===== src/rtl/spi_register_file.sv =====
// SPI-addressable register bank: atomic multi-byte writes, coherent snapshot reads of live status.
// Latency: response 1 cycle after operand count, commit/strobe 1 cycle after release; no backpressure.
module spi_register_file #(
    parameter logic [7:0] BASE_ADDRESS   = 8'h20,
    parameter int         REGISTER_COUNT = 4,
    parameter int         REGISTER_BYTES = 2,
    parameter logic [REGISTER_COUNT*REGISTER_BYTES*8-1:0] RESET_VALUE = '0,
    parameter logic [REGISTER_COUNT-1:0] WRITABLE_MASK = 4'b0111
) (
    input  logic                                      clock_in,
    input  logic                                      reset_in,
    input  logic [7:0]                                opcode_in,
    input  logic                                      opcode_valid_in,
    input  logic [7:0]                                operand_in,
    input  logic                                      operand_valid_in,
    input  logic [31:0]                               operand_count_in,
    input  logic [REGISTER_COUNT*REGISTER_BYTES*8-1:0] status_values_in,
    output logic [7:0]                                response_out,
    output logic                                      response_valid_out,
    output logic [REGISTER_COUNT*REGISTER_BYTES*8-1:0] register_values_out,
    output logic [REGISTER_COUNT-1:0]                 register_write_strobe_out
);
    localparam int W     = REGISTER_BYTES * 8;
    localparam int IDX_W = (REGISTER_COUNT > 1) ? $clog2(REGISTER_COUNT) : 1;

    localparam logic [1:0] ST_IDLE   = 2'd0;
    localparam logic [1:0] ST_ACTIVE = 2'd1;
    localparam logic [1:0] ST_IGNORE = 2'd2;
    localparam logic [1:0] ST_COMMIT = 2'd3;

    logic [1:0]                  r_state;
    logic                        r_opcode_valid;
    logic                        r_pending;
    logic [IDX_W-1:0]            r_index;
    logic [W-1:0]                r_snapshot;
    logic [W-1:0]                r_shadow;
    logic [REGISTER_BYTES-1:0]   r_mask;
    logic [REGISTER_COUNT*W-1:0] r_regs;
    logic [REGISTER_COUNT-1:0]   r_strobe;
    logic [7:0]                  r_response;
    logic                        r_response_valid;

    logic                        w_rise;
    logic [8:0]                  w_offset;
    logic                        w_in_range;
    logic [IDX_W-1:0]            w_new_index;
    logic                        w_start;
    logic                        w_entry;
    logic [IDX_W-1:0]            w_sel_index;
    logic                        w_sel_writable;
    logic [W-1:0]                w_snap_src;
    logic [W-1:0]                w_shadow_next;
    logic [REGISTER_BYTES-1:0]   w_mask_next;
    logic [7:0]                  w_read_byte;
    logic [1:0]                  w_state_next;
    logic                        w_commit;

    assign w_rise      = opcode_valid_in & ~r_opcode_valid;
    assign w_offset    = {1'b0, opcode_in} - {1'b0, BASE_ADDRESS};
    assign w_in_range  = ~w_offset[8] && (w_offset < 9'(REGISTER_COUNT));
    assign w_new_index = w_offset[IDX_W-1:0];

    // A rising edge seen during COMMIT is replayed from r_pending in the next IDLE cycle.
    assign w_start     = (r_state == ST_IDLE) && opcode_valid_in && (w_rise || r_pending);
    assign w_entry     = w_start && w_in_range;

    assign w_sel_index    = w_entry ? w_new_index : r_index;
    assign w_sel_writable = WRITABLE_MASK[w_sel_index];

    // On entry the read path uses the value being snapshotted so the first byte is valid at once.
    assign w_snap_src = !w_entry       ? r_snapshot :
                        w_sel_writable ? r_regs[w_sel_index*W +: W] :
                                         status_values_in[w_sel_index*W +: W];

    always_comb begin
        w_shadow_next = r_shadow;
        w_mask_next   = r_mask;
        w_read_byte   = 8'h00;
        for (int b = 0; b < REGISTER_BYTES; b++) begin
            if (operand_count_in == 32'(b)) begin
                w_read_byte = w_snap_src[(REGISTER_BYTES-1-b)*8 +: 8];
                if (r_state == ST_ACTIVE && operand_valid_in) begin
                    w_shadow_next[(REGISTER_BYTES-1-b)*8 +: 8] = operand_in;
                    w_mask_next[b] = 1'b1;
                end
            end
        end
    end

    always_comb begin
        w_state_next = r_state;
        case (r_state)
            ST_IDLE:   if (w_start) w_state_next = w_in_range ? ST_ACTIVE : ST_IGNORE;
            ST_ACTIVE: if (!opcode_valid_in)
                           w_state_next = (w_sel_writable && (&w_mask_next)) ? ST_COMMIT : ST_IDLE;
            ST_IGNORE: if (!opcode_valid_in) w_state_next = ST_IDLE;
            default:   w_state_next = ST_IDLE;
        endcase
    end

    assign w_commit = (r_state == ST_ACTIVE) && (w_state_next == ST_COMMIT);

    always_ff @(posedge clock_in) begin
        if (reset_in) begin
            r_state          <= ST_IDLE;
            // Track the live level so a transaction still open at release is not seen as a new edge.
            r_opcode_valid   <= opcode_valid_in;
            r_pending        <= 1'b0;
            r_index          <= '0;
            r_snapshot       <= '0;
            r_shadow         <= '0;
            r_mask           <= '0;
            r_regs           <= RESET_VALUE;
            r_strobe         <= '0;
            r_response       <= 8'h00;
            r_response_valid <= 1'b0;
        end else begin
            r_state        <= w_state_next;
            r_opcode_valid <= opcode_valid_in;
            r_pending      <= (r_state == ST_COMMIT) && w_rise;
            if (w_entry) begin
                r_index    <= w_new_index;
                r_snapshot <= w_snap_src;
                r_shadow   <= '0;
                r_mask     <= '0;
            end else if (r_state == ST_ACTIVE) begin
                r_shadow <= w_shadow_next;
                r_mask   <= w_mask_next;
            end
            r_strobe <= '0;
            if (w_commit) begin
                r_regs[r_index*W +: W] <= w_shadow_next;
                r_strobe[r_index]      <= 1'b1;
            end
            r_response_valid <= (w_state_next == ST_ACTIVE);
            r_response       <= (w_state_next == ST_ACTIVE) ? w_read_byte : 8'h00;
        end
    end

    assign response_out              = r_response;
    assign response_valid_out        = r_response_valid;
    assign register_values_out       = r_regs;
    assign register_write_strobe_out = r_strobe;

endmodule

===== config.mk =====
export PLATFORM = sky130hd
export DESIGN_NAME = spi_register_file
export DESIGN_NICKNAME = d
export VERILOG_FILES = /design/src/rtl/spi_register_file.sv
export SDC_FILE = /design/constraint.sdc
export NUM_CORES = 1
export LEC_CHECK = 0
export BUFFER_PORTS_ARGS = -buffer_cell sky130_fd_sc_hd__buf_2
export CAP_MARGIN = 20
export CELL_PAD_IN_SITES_DETAIL_PLACEMENT = 1
export CELL_PAD_IN_SITES_GLOBAL_PLACEMENT = 1
export CORE_AREA = 5 5 129 131
export CTS_BUF_LIST = sky130_fd_sc_hd__clkbuf_8
export DETAILED_ROUTE_END_ITERATION = 12
export DIE_AREA = 0 0 134 136
export PLACE_DENSITY_LB_ADDON = 0.3
export SLEW_MARGIN = 20
export SYNTH_ARGS = -nofsm -noshare
export SYNTH_HDL_FRONTEND = slang
export SYNTH_SLANG_ARGS = --single-unit

===== constraint.sdc =====
create_clock -name clock_in -period 2.05 [get_ports clock_in]
set_input_delay 0.205 -clock clock_in [delete_from_list [all_inputs] [get_ports clock_in]]
set_output_delay 0.205 -clock clock_in [all_outputs]
set_load 0.02 [all_outputs]

**Word level (Yosys, flattened, before mapping)**

Cells that the tools add are included.

- Bits in registers: 117
- Output and inout bits: 77
- Logic and storage cells: 72

- Add/sub/neg operators: 2
- Magnitude comparators: 4
- Equality and inequality tests: 6
- Shifts and indexed selects: 4
- Mux-type cells: 24
- Bitwise gates (word level): 5
- Reduce and logical (&&, ||, !) cells: 16

Operators with widths:

| cell | number |
|---|---|
| 64-bit by 7-bit indexed part select with 16-bit output | 2 |
| 64-bit bitwise mux | 1 |
| 16-bit by 34-bit variable shift with 64-bit output, first input constant | 1 |
| 16-bit by 34-bit indexed part select with 64-bit output | 1 |
| 8-bit two-way mux | 6 |
| 6-bit negation with 34-bit output | 1 |
| 32-bit by 1-bit equality test with 1-bit output, second input constant | 1 |
| 32-bit logical NOT | 1 |
| 16-bit two-way mux | 2 |
| 2-bit two-way mux | 6 |
| 1-bit logical AND | 9 |
| 9-bit by 3-bit less-than comparator with 1-bit output, second input constant | 1 |
| 8-bit by 6-bit subtractor with 9-bit output, second input constant | 1 |
| 2-bit equality test, second input constant | 3 |
| 2-bit by 3-bit less-than comparator with 1-bit output, second input constant | 2 |
| 1-bit two-way mux | 6 |
| 2-bit case mux with 3 select lines | 1 |
| 2-bit OR reduction | 3 |
| 2-bit by 1-bit equality test with 1-bit output, second input constant | 2 |
| 1-bit NOT | 4 |
| 1-bit binary-select mux with 2-bit select | 1 |
| 1-bit demux with 2-bit select | 1 |
| 2-bit by 1-bit greater-or-equal comparator with 1-bit output, second input constant | 1 |
| 2-bit logical NOT | 1 |
| other kinds (3) | 3 |

**Depth between registers and ports, before layout**

Gate-level depths: netlist of the first run.

- Depth in word-level cells: 16
- Depth in mapped cells: 10
- Gate-level depth less buffers: 6

**Worst setup path before layout of the first run**

OpenSTA, ideal clock, no wires.

- Kind: flip-flop to flip-flop
- Start: register r_state[1]
- End: register r_regs[57], in the netlist register_values_out[57]
- Library setup time: 0.116 ns
- Data arrival time: 2.119 ns
- Data required time: 1.934 ns
- Setup slack: -0.185 ns
- Cell stages (with the launch flop): 9
- Path buffers: 2
- Period minus slack after synthesis: 2.235 ns
- Cell sequence: dfxtp_1 -> nor3b_1 -> nand4_2 -> mux2_2 -> nand4b_1 -> or2_1 -> buf_6 -> buf_6 -> a31o_1

- Cells in the longest elaborated chain, start to end: 13
- Elaborated cells on any way between the ends: 29
- Classes of those cells: 3 x eq/ne; 1 x shift; 17 x mux; 8 x reduce/logical

Ends and longest elaborated chain:

| item | RTL line | text |
|---|---|---|
| start, declared | 31 | `logic [1:0] r_state;` |
| start signal, assigned | 118 | `r_state <= w_state_next;` |
| 2-bit logical NOT | 64, 92 |  |
| 1-bit logical AND (2 in a row) | 64 | `assign w_start = (r_state == ST_IDLE) && opcode_valid_in && (w_rise \|\| r_pending);` |
| 1-bit logical AND | 65 | `assign w_entry = w_start && w_in_range;` |
| 2-bit two-way mux | -- |  |
| 1-bit binary-select mux with 2-bit select | 68 | `assign w_sel_writable = WRITABLE_MASK[w_sel_index];` |
| 1-bit two-way mux (implied by the code) | 68 |  |
| 1-bit logical AND | 95 | `w_state_next = (w_sel_writable && (&w_mask_next)) ? ST_COMMIT : ST_IDLE;` |
| 2-bit two-way mux | 95 |  |
| 2-bit two-way mux | 94 | `ST_ACTIVE: if (!opcode_valid_in)` |
| 2-bit case mux with 3 select lines | 92 | `case (r_state)` |
| 2-bit equality test | 101 | `assign w_commit = (r_state == ST_ACTIVE) && (w_state_next == ST_COMMIT);` |
| 1-bit logical AND | 101 |  |
| end signal, assigned by index | 132 | `r_regs[r_index*W +: W] <= w_shadow_next;` |
| end, declared | 38 | `logic [REGISTER_COUNT*W-1:0] r_regs;` |

Parallel ways exist; a longest one is shown, timed or not. The select of a mux whose other input is x is not followed.
A chain may end at the register's enable or synchronous reset.

**Worst setup path in the final report of the first run**

- Start: register r_state[1]
- End: register r_regs[13], in the netlist register_values_out[13]

The elaborated chain is that of the path after synthesis.

==> impl_metrics.csv, run 1 <==
group,metric,value,unit
global_route,overflow,0,
setup_path,cp-start-kind,"register",
synthesis,ys_ff_latch,117,
routing,dr_total_vias,4975,
cts,clkTransAtPathRegs,0.07,ns
setup_path,slowest_delay,0.35,ns
power_and_ir_drop,p_per_area,609.2,nW/um^2
routing,drc_errors,0,
floorplan,die_area,18220,sq um
place,portBuffers,144,
final_layout,syn2layout_area_growth,46.67,%
synthesis,synth_xor_xnor_area_share,0,
final_layout,antennaDiodeCount,0,
global_route,grt.total_usage,0.2038,
place,dp_cells,866,
routing,met3_length,1161,um
outcome,failed_checks,"setup timing",
run,maxCapViolations,0,
hold_path,worstHoldPathType,"primary input to register",
cts,cts_tree,"done",
synthesis,synth_common_cells,"dfxtp_1 (117), nor2_1 (44), nor4_1 (36), mux2i_1 (34)",
setup_path,worstPathRequired,2.39,ns
synthesis,ys.flop_type,"dfxtp_1",
setup_path,timing.critical_path.slowest_stage_cell,"dfxtp_2",
routing,post_drt_wl_per_cell,21.06,um
synthesis,synth_compound_area_frac,0.2076,
place,gp_congestion,0.8361,
synthesis,yosys-mux-area-fraction,0.1047,
synthesis,syn-instance-count,492,
floorplan,core_area,15480,sq um
synthesis,synth_area,5080,sq um
final_layout,utilization,0.4813,
global_route,grt_pass1_wl,28950,um
routing,drt_wl_total,19020,um
floorplan,die_y,136,um
setup_path,path_common_cell,"buf_4",
synthesis,synth_top_family_by_area,"compound AO/OA/AOI/OAI gates",
synthesis,netlist.area_leader.share,0.4611,
timing,period_share,1.006,
routing,topRoutingLayerUsed,"met4",
routing,wl_met1,8020,um
routing,ant_nets,0,
timing,max_freq,484.8,MHz
synthesis,syn-mean-instance-area,10.32,sq um
timing,tightest_slew,0.6824,ns
power_and_ir_drop,ir_drop,0.3850,mV
synthesis,async_reset_ff_frac,0,
final_layout,drive_gt1_frac,0.5148,
synthesis,yosys.area_share.adder,0.01970,
routing,met2_length,9486,um
timing,layout_min_cycle_time,2.063,ns
final_layout,instances_no_fill,903,
timing,slew_headroom,0.5451,
final_layout,fill_cells,1724,
cts,clock-root-buffer,"clkbuf_8",
cts,clk_path_buf_depth,2,
setup_path,critPathKind,"register to register",
place,dpl.hpwl,14140,um
floorplan,start_util,0.3281,
cts,htreeDepth,4,
timing,grt_setup_unrepaired,"true",
setup_path,worst-path-max-fanout,8,
synthesis,synth_top_cell_by_area,"dfxtp_1",
synthesis,synth.most_common_cell,"dfxtp_1",
timing,final_hold_viol_count,0,
synthesis,synthDistinctLibCells,45,
cts,clock_latency,0.46,ns
floorplan,die_x,134,um
synthesis,yosys_warnings,0,
timing,clock-skew-final,0.01451,ns
synthesis,synthesis.nets,616,
setup_path,end_kind,"register",
global_route,grt_start_max_net_pins,65,
outcome,status,"finished with violations",
power_and_ir_drop,leakage,0.003103,uW
final_layout,final_nets,823,
timing,finalMaxSlewViolations,0,
synthesis,synthSimpleGateAreaFrac,0.1574,
routing,routed_via_density,5.509,
routing,drt_iter0_drc,390,
cts,ctsHoldBuffers,0,
timing,finalSetupViolations,3,
global_route,antenna_found_initial,0,
setup_path,cp.arrival,2.40,ns
cts,clkSinkCount,117,
global_route,first_global_vias,5148,
routing,dr.pass1.iters,7,
synthesis,seq_area_frac_synth,0.4611,
timing,setup_slack,-0.01291,ns
synthesis,synth_edf_count,0,
synthesis,synth_area_leaders,"dfxtp_1 (46%), mux2i_1 (6.7%), o211ai_1 (4.7%)",
cts,cts_made_buffers,17,
floorplan,rows,46,
setup_path,crit_chain,"nor3b_4 -> nand4_4 -> mux2_4 -> buf_4 -> nand4b_4 -> or2_4 -> buf_4 -> a31o_2",
floorplan,io_pins,193,
==> state kept, by name, indices dropped and copies added (netlist names) <==
signal / count
register_values_out: 64
r_opcode_valid: 1
r_shadow: 16
response_out: 8
register_write_strobe_out: 4
r_state: 2
response_valid_out: 1
r_snapshot: 16
r_index: 2
r_pending: 1
r_mask: 2
==> timing repair <==
action | 4_1_cts | 5_1_grt
pin swaps | 0 | 6
endpoints found under the setup margin | 53 | 70
cloned | 0 | 1
buffers inserted | 0 | 5
resized for setup | 13 | 74
==> power by group <==
part	leakage (uW)	switching, uW	internal (uW)	total [uW]
clock	0.000190	948	1060	2010
combinational	0.00197	142	111	253
sequential	0.000944	2.54	2270	2280
total	0.00310	1090	3450	4540
==> routing by layer <==
| layer | global-route usage | vias to the layer above |
|---|---|---|
| met5 | 0 | - |
| met4 | 0.06686 | 0 |
| met3 | 0.05514 | 28 |
| met2 | 0.3400 | 171 |
| met1 | 0.2565 | 2470 |
| li1 | - | 2306 |
==> cell type report <==
class                      count  area (sq um)  area share
clock buffer                  21         289.0     0.03879
clock inverter                10         81.33     0.01092
inverter                       6         22.52    0.003023
multi-input combinational    323          2957      0.3968
sequential                   117          2347      0.3150
tap                          192         240.2     0.03224
timing repair buffer         234          1514      0.2032
==> stage by stage <==
step | total power, uW | hold slack [ns] | cell area, sq um | worst slack (ns) | setup TNS [ns]
6_report | 4539 | 0.04776 | 7451 | -0.01291 | -0.02285
5_1_grt | 4699 | 0.04176 | 7451 | -0.07749 | -1.479
4_1_cts | 4566 | 0.02987 | 7018 | -0.01010 | -0.02133
3_5_place_dp | 2573 | 0.4532 | 6583 | -0.3643 | -19.33
3_3_place_gp | 2566 | 0.4420 | 6583 | -0.2853 | -14.39
2_1_floorplan | 2438 | 0.2327 | 5174 | -0.02769 | -0.08135
==> cell families after synthesis <==
group,Yosys count
AOI/OAI and AO/OA,140
and+or+nand+nor,132
DFF,117
buffers and inverters,52
muxes,43
adders and majority gates,8
==> critical path: cells and delay by family, from the launching register on <==
| kind | cells | cell delay (ns) |
|---|---|---|
| compound gates | 1 | 0.25 |
| simple gates | 4 | 0.77 |
| mux | 1 | 0.27 |
| buf+inv | 2 | 0.30 |
| flops | 1 | 0.35 |
==> cells in the final DEF, fill, tap and decap left out, drive strengths merged, types with 7 or more instances in the layout <==
master	synthesis	layout
buf	21	233
o31ai	32	32
ha	8	8
nor2	44	44
a211oi	12	12
clkbuf	25	22
mux4	8	8
dfxtp	117	117
nand2	12	12
o211ai	32	32
mux2i	34	34
o21ai	7	7
nor4	41	41
a31o	32	32
a21oi	15	15
==> path summary, 6_finish.rpt <==
kind                                    from                                   end  slack (ns)  cells after the start
hold / removal               opcode_valid_in                r_opcode_valid$_DFF_P_        0.05                      2
setup reg to reg       r_state[1]$_SDFF_PP0_  register_values_out[13]$_SDFFE_PP0P_       -0.01                      8
hold reg to reg   r_snapshot[9]$_SDFFE_PP0N_            r_snapshot[9]$_SDFFE_PP0N_        0.46                      2
setup / recovery       r_state[1]$_SDFF_PP0_  register_values_out[13]$_SDFFE_PP0P_       -0.01                      8
No activity file was read; power rests on OpenSTA's default activity.
==> run 2: changes to the inputs <==
--- a/config.mk
+++ b/config.mk
@@ -7,7 +7,7 @@
 export LEC_CHECK = 0
 export BUFFER_PORTS_ARGS = -buffer_cell sky130_fd_sc_hd__buf_2
 export CAP_MARGIN = 20
-export CELL_PAD_IN_SITES_DETAIL_PLACEMENT = 1
+export CELL_PAD_IN_SITES_DETAIL_PLACEMENT = 0
 export CELL_PAD_IN_SITES_GLOBAL_PLACEMENT = 1
 export CORE_AREA = 5 5 129 131
 export CTS_BUF_LIST = sky130_fd_sc_hd__clkbuf_8
==> run 2 against run 1 <==
The flow now finishes without violations. Global-route usage down 1.7 points. Cell area down 1.8%. Critical path depth unchanged. Maximum frequency up 3.9%. Routed wire length down 9.5%. Via count down 2.3%. Hold slack better by 0.012 ns. Non-clock buffer count down 4. Clock skew down 0.0045 ns. Count of clock-buffer cells in the layout up 1. Sequential share of layout area up 0.58 points. Largest power group unchanged.
==> impl_metrics.csv, run 2 (synthesis results as in run 1) <==
group,metric,value,unit
power_and_ir_drop,p_seq_frac,0.474,
global_route,antenna_found_initial,0,
timing,tightest_slew,0.6959,ns
power_and_ir_drop,power.internal,3733,uW
setup_path,end_kind,"register",
global_route,grt_start_max_net_pins,65,
place,portBuffers,144,
cts,cts_tree,"done",
global_route,first_global_vias,4799,
routing,drc_errors,0,
final_layout,drive_gt1_frac,0.4816,
floorplan,die_x,134,um
floorplan,core_area,15480,sq um
routing,routed_via_density,5.399,
routing,dr.pass1.iters,4,
final_layout,fin_area,7317,sq um
power_and_ir_drop,p_switching,1066,uW
timing,clock-skew-final,0.009983,ns
cts,clkSinkCount,117,
power_and_ir_drop,clkPwrFrac,0.473,
timing,layout_min_cycle_time,1.986,ns
power_and_ir_drop,pwr-share-comb,0.052,
floorplan,start_util,0.3281,
routing,post_drt_wl_per_cell,19.12,um
timing,slew_headroom,0.5361,
final_layout,final_common_cell,"buf_2",
timing,max_freq,503.5,MHz
power_and_ir_drop,post-layout-total-power,4799,uW
floorplan,die_y,136,um
setup_path,slowest_delay,0.36,ns
setup_path,crit_chain,"nor3b_4 -> nand4_4 -> mux2_4 -> buf_6 -> nand4b_4 -> or2_1 -> buf_6 -> a31o_2",
routing,drt_wl_total,17200,um
timing,grt_setup_unrepaired,"true",
power_and_ir_drop,p_per_area,655.9,nW/um^2
place,dpl.hpwl,13050,um
cts,ctsHoldBuffers,0,
timing,finalMaxSlewViolations,0,
floorplan,die_area,18220,sq um
setup_path,cp.arrival,2.32,ns
place,dpl-instance-area,6583,sq um
cts,clkTransAtPathRegs,0.06,ns
final_layout,syn2layout_area_growth,44.04,%
global_route,overflow,0,
power_and_ir_drop,p_sw_frac,0.2221,
setup_path,path_common_cell,"buf_6",
final_layout,largest_reg_flops,64,
final_layout,antennaDiodeCount,0,
timing,period_share,0.9688,
place,gp_congestion,0.8361,
power_and_ir_drop,ir_drop,0.5156,mV
power_and_ir_drop,leakage,0.003073,uW
floorplan,io_pins,193,
outcome,status,"finished, final reports clean",
routing,drt_iter0_drc,297,
cts,clock_latency,0.45,ns
setup_path,worst-path-max-fanout,8,
floorplan,rows,46,
setup_path,worstPathRequired,2.39,ns
setup_path,timing.critical_path.slowest_stage_cell,"dfxtp_4",
cts,clk_path_buf_depth,2,
timing,final_hold_viol_count,0,
global_route,grt_pass1_wl,26490,um
final_layout,final_nets,819,
final_layout,fill_cells,1463,
final_layout,layout_common_cells,"buf_2 (144), dfxtp_1 (115), buf_4 (69)",
cts,htreeDepth,4,
cts,clock-root-buffer,"clkbuf_8",
timing,finalSetupViolations,0,
routing,ant_nets,0,
hold_path,worstHoldPathType,"primary input to register",
timing,fin_hold_ws,0.05955,ns
run,maxCapViolations,0,
global_route,grt.total_usage,0.1870,
setup_path,critPathKind,"register to register",
cts,cts_made_buffers,17,
routing,dr_total_vias,4859,
setup_path,cp-start-kind,"register",
==> run 2: stage by stage <==
stage / utilization / std cells / setup WS, ns / TNS [ns]
after floorplan: - / 492 / -0.02769 / -0.08135
after CTS: 0.4556 / 898 / 0.01050 / 0
final: 0.4726 / 900 / 0.06390 / 0
after detailed placement: 0.4252 / 866 / -0.3468 / -18.48
after global routing: 0.4726 / 900 / -0.04463 / -0.08053
after global placement: 0.4252 / 866 / -0.2853 / -14.39
==> run 2: cell type report <==
cell class	instances	area, sq um	area share
clock buffers	22	302.8	0.04138
repair buffers	230	1465	0.2002
flip-flops and latches	117	2347	0.3208
multi-input cells	323	2811	0.3842
clock inverters	10	127.6	0.01744
well taps	192	240.2	0.03283
inverters	6	22.52	0.003078
==> run 2: what timing repair did <==
action                     4_1_cts  5_1_grt
setup endpoints to repair       61       60
resized for setup               10       54
cloned                           0        0
buffers inserted                 0        2
==> run 2: power by group through the flow <==
stage	Combinational [uW]	Sequential [uW]	Clock [uW]
finish	251	2280	2270
CTS	243	2280	2300
detailed placement	241	2330	0
global placement	238	2330	0
floorplan	110	2330	0
global route	271	2270	2410
==> run 2: per-layer routing <==
layer  routed length, um  GRT usage  share of wire  vias to the layer above
li1                    -          -              -                     2311
met1                7356     0.2340           0.43                     2376
met2                8365     0.3099           0.49                      156
met3                1236    0.04922          0.072                       16
met4                 246    0.07086          0.014                        0
met5                   0          0              0                        -
==> run 2: path summary, 6_finish.rpt <==
path	start	endpoint	cells past startpoint	slack, ns
setup / recovery	r_state[0]$_SDFF_PP0_	register_values_out[29]$_SDFFE_PP0P_	8	0.06
hold / removal	opcode_valid_in	r_opcode_valid$_DFF_P_	2	0.06
setup reg to reg	r_state[0]$_SDFF_PP0_	register_values_out[29]$_SDFFE_PP0P_	8	0.06
hold reg to reg	r_snapshot[10]$_SDFFE_PP0N_	r_snapshot[10]$_SDFFE_PP0N_	2	0.46
==> run 2: critical path: cells and delay by family (launching register included) <==
| family | cells | cell delay, ns |
|---|---|---|
| buf+inv | 2 | 0.26 |
| simple gates | 4 | 0.74 |
| flops | 1 | 0.36 |
| mux | 1 | 0.27 |
| compound gates | 1 | 0.24 |
==> run 3: changes to the inputs <==
--- a/config.mk
+++ b/config.mk
@@ -5,14 +5,15 @@
 export SDC_FILE = /design/constraint.sdc
 export NUM_CORES = 1
 export LEC_CHECK = 0
+export ABC_AREA = 1
 export BUFFER_PORTS_ARGS = -buffer_cell sky130_fd_sc_hd__buf_2
 export CAP_MARGIN = 20
 export CELL_PAD_IN_SITES_DETAIL_PLACEMENT = 0
 export CELL_PAD_IN_SITES_GLOBAL_PLACEMENT = 1
-export CORE_AREA = 5 5 129 131
+export CORE_AREA = 5 5 144 146
 export CTS_BUF_LIST = sky130_fd_sc_hd__clkbuf_8
 export DETAILED_ROUTE_END_ITERATION = 12
-export DIE_AREA = 0 0 134 136
+export DIE_AREA = 0 0 149 151
 export PLACE_DENSITY_LB_ADDON = 0.3
 export SLEW_MARGIN = 20
 export SYNTH_ARGS = -nofsm -noshare
==> run 3 against run 2 <==
Synthesized cell count increased by 100%. Clock power decreased by 4%. Total power down 2.9%. Via count up 34%. Synthesized area grew 23%. Non-clock buffer count fell by 21. Count of clock-buffer cells in the layout down 4. Setup slack lost 0.0086 ns. Die area increased by 23%. Critical path type is now primary input to register. Critical endpoint is now register_values_out[58]$_SDFFE_PP0P_. Largest power group unchanged.
==> impl_metrics.csv, run 3 <==
group,metric,value,unit
global_route,grt_start_max_net_pins,58,
cts,cts_made_buffers,17,
power_and_ir_drop,leakage,0.004103,uW
timing,clock-skew-final,0.009670,ns
synthesis,async_reset_ff_frac,0,
setup_path,crit_chain,"dlygate4sd3_1 -> buf_2 -> nand2_2 -> nor2_4 -> buf_4 -> nand3_1 -> nand2_2 -> nor2_1 -> nor2_4 -> nand2_4 -> nor2_4 -> clkbuf_16 -> nand2_1 -> nand2_1 -> nor2_1",
place,dpl-instance-area,7574,sq um
setup_path,r2r-start,"r_state[0]$_SDFF_PP0_",
routing,post_drt_wl_per_cell,14.98,um
final_layout,fill_cells,2156,
cts,clock-root-buffer,"clkbuf_8",
setup_path,slowest_delay,0.52,ns
cts,clkTransAtPathRegs,0.07,ns
power_and_ir_drop,p_per_area,572.5,nW/um^2
place,portBuffers,144,
hold_path,min-delay-start,"opcode_in[5]",
floorplan,die_y,151,um
timing,layout_min_cycle_time,1.995,ns
synthesis,seq_area_frac_synth,0.3746,
place,place_ws,0.1132,ns
synthesis,ys_ff_latch,117,
synthesis,synthDistinctLibCells,28,
power_and_ir_drop,clkPwrFrac,0.468,
global_route,grt.total_usage,0.1919,
power_and_ir_drop,ir_drop,0.4969,mV
run,maxCapViolations,0,
cts,clk_path_buf_depth,2,
synthesis,synthesis.nets,1106,
synthesis,synth_area_leaders,"dfxtp_1 (37%), nand2_1 (13%), nor2_1 (12%)",
setup_path,critPathKind,"primary input to register",
floorplan,core_area,19270,sq um
global_route,overflow,0,
routing,routed_via_density,4.502,
global_route,grt_pass1_wl,32930,um
setup_path,cp-start-kind,"primary input",
final_layout,final_common_cell,"nand2_1",
final_layout,utilization,0.4225,
power_and_ir_drop,p_seq_frac,0.489,
timing,grt_setup_unrepaired,"true",
final_layout,layout_common_cells,"nand2_1 (218), nor2_1 (204), buf_2 (144)",
synthesis,synth_common_cells,"nand2_1 (222), nor2_1 (207), nand3_1 (129), inv_1 (118), dfxtp_1 (117)",
timing,final_hold_viol_count,0,
routing,drt_wl_total,21620,um
final_layout,antennaDiodeCount,0,
synthesis,yosys_warnings,0,
final_layout,syn2layout_area_growth,30.24,%
synthesis,syn-instance-count,982,
timing,fin_hold_ws,0.2246,ns
setup_path,worst-path-max-fanout,6,
floorplan,io_pins,193,
synthesis,synth_top_cell_by_area,"dfxtp_1",
timing,tightest_slew,0.4354,ns
routing,drt_iter0_drc,458,
timing,slew_headroom,0.7094,
setup_path,cp.arrival,2.35,ns
floorplan,die_x,149,um
cts,clock_latency,0.45,ns
floorplan,start_util,0.3244,
synthesis,netlist.area_leader.share,0.3746,
power_and_ir_drop,p_sw_frac,0.2354,
timing,finalMaxSlewViolations,0,
timing,period_share,0.9730,
routing,drc_errors,0,
cts,cts_tree,"done",
routing,ant_nets,0,
outcome,status,"finished, final reports clean",
timing,setup_tns,0,ns
routing,dr.pass1.iters,5,
floorplan,die_area,22500,sq um
timing,setup_slack,0.05526,ns
global_route,antenna_found_initial,0,
place,dpl.hpwl,16390,um
floorplan,rows,51,
power_and_ir_drop,p_switching,1097,uW
global_route,first_global_vias,6022,
final_layout,drive_gt1_frac,0.2615,
synthesis,syn-mean-instance-area,6.367,sq um
timing,max_freq,501.3,MHz
power_and_ir_drop,power.internal,3565,uW
final_layout,final_nets,1289,
cts,clkSinkCount,117,
setup_path,cp-startpoint,"opcode_valid_in",
synthesis,synth_area,6252,sq um
setup_path,end_kind,"register",
setup_path,worstPathRequired,2.40,ns
final_layout,largest_reg_flops,64,
setup_path,path_common_cell,"nor2_4",
synthesis,synth.most_common_cell,"nand2_1",
final_layout,fin_area,8143,sq um
synthesis,synth_edf_count,0,
hold_path,worstHoldPathType,"primary input to register",
routing,dr_total_vias,6497,
timing,finalSetupViolations,0,
setup_path,path_delay_family,"simple AND/OR/NAND/NOR gates",
synthesis,ys.flop_type,"dfxtp_1",
setup_path,timing.critical_path.slowest_stage_cell,"dlygate4sd3_1",
cts,htreeDepth,4,
setup_path,path_buf_inv,4,
power_and_ir_drop,pwr-share-comb,0.043,
place,gp_congestion,0.8658,
-- run 3: final timing paths --
path              slack [ns]  cells past startpoint                                   end
hold / removal          0.22                      4                 r_state[1]$_SDFF_PP0_
setup / recovery        0.06                     15  register_values_out[58]$_SDFFE_PP0P_
setup reg to reg        0.08                     14  register_values_out[58]$_SDFFE_PP0P_
hold reg to reg         0.49                      2  register_values_out[50]$_SDFFE_PP0P_
-- run 3: cell type report --
cell class,count,area (sq um),share of cell area
clock buffer,18,247.7,0.03042
clock inverter,14,145.1,0.01782
inverter,122,459.2,0.05639
multi-input combinational,698,3277,0.4024
sequential,117,2345,0.2880
tap,265,331.6,0.04072
timing repair buffer,209,1338,0.1643
-- run 3: what timing repair did --
action                                 in CTS  in global routing
gates resized for setup                     0                 17
hold buffers                                1                  0
endpoints found under the hold margin       1                  0
buffers inserted                            0                  4
setup endpoints to repair                   0                 21
-- run 3: power groups by stage --
stage / logic (uW) / clock network [uW] / registers [uW]
after detailed placement: 198 / 0 / 2330
after floorplan: 95.2 / 0 / 2330
after CTS: 201 / 2220 / 2280
final: 202 / 2180 / 2280
after global routing: 227 / 2340 / 2280
after global placement: 199 / 0 / 2330
-- run 3: metrics by stage --
stage               power [uW]  cells
CTS                       4697   1436
finish                    4662   1443
floorplan                 2424    982
detailed placement        2527   1403
global route              4848   1443
global placement          2528   1403
-- run 3: tightest hold or removal path: stages --
cell	delay [ns]
buf_2	0.07
nand2_1	0.08
o21ai_0	0.18
a31oi_1	0.08
-- run 3: logic make-up after synthesis --
| logic type | Yosys count | share of synthesized area |
|---|---|---|
| flip-flops | 117 | 0.3746 |
| buffers and inverters | 168 | 0.1125 |
| AND/OR/NAND/NOR | 629 | 0.4469 |
| AO/OA/AOI/OAI | 60 | 0.05003 |
| adder cells (fa/ha/maj) | 8 | 0.01601 |
-- run 3: layer usage --
| metal | vias up | global-route usage | wire, um |
|---|---|---|---|
| li1 | 3393 | - | - |
| met3 | 21 | 0.04698 | 1282 |
| met1 | 2919 | 0.2672 | 10210 |
| met4 | 0 | 0.05355 | 313 |
| met2 | 164 | 0.2971 | 9812 |
| met5 | - | 0 | 0 |
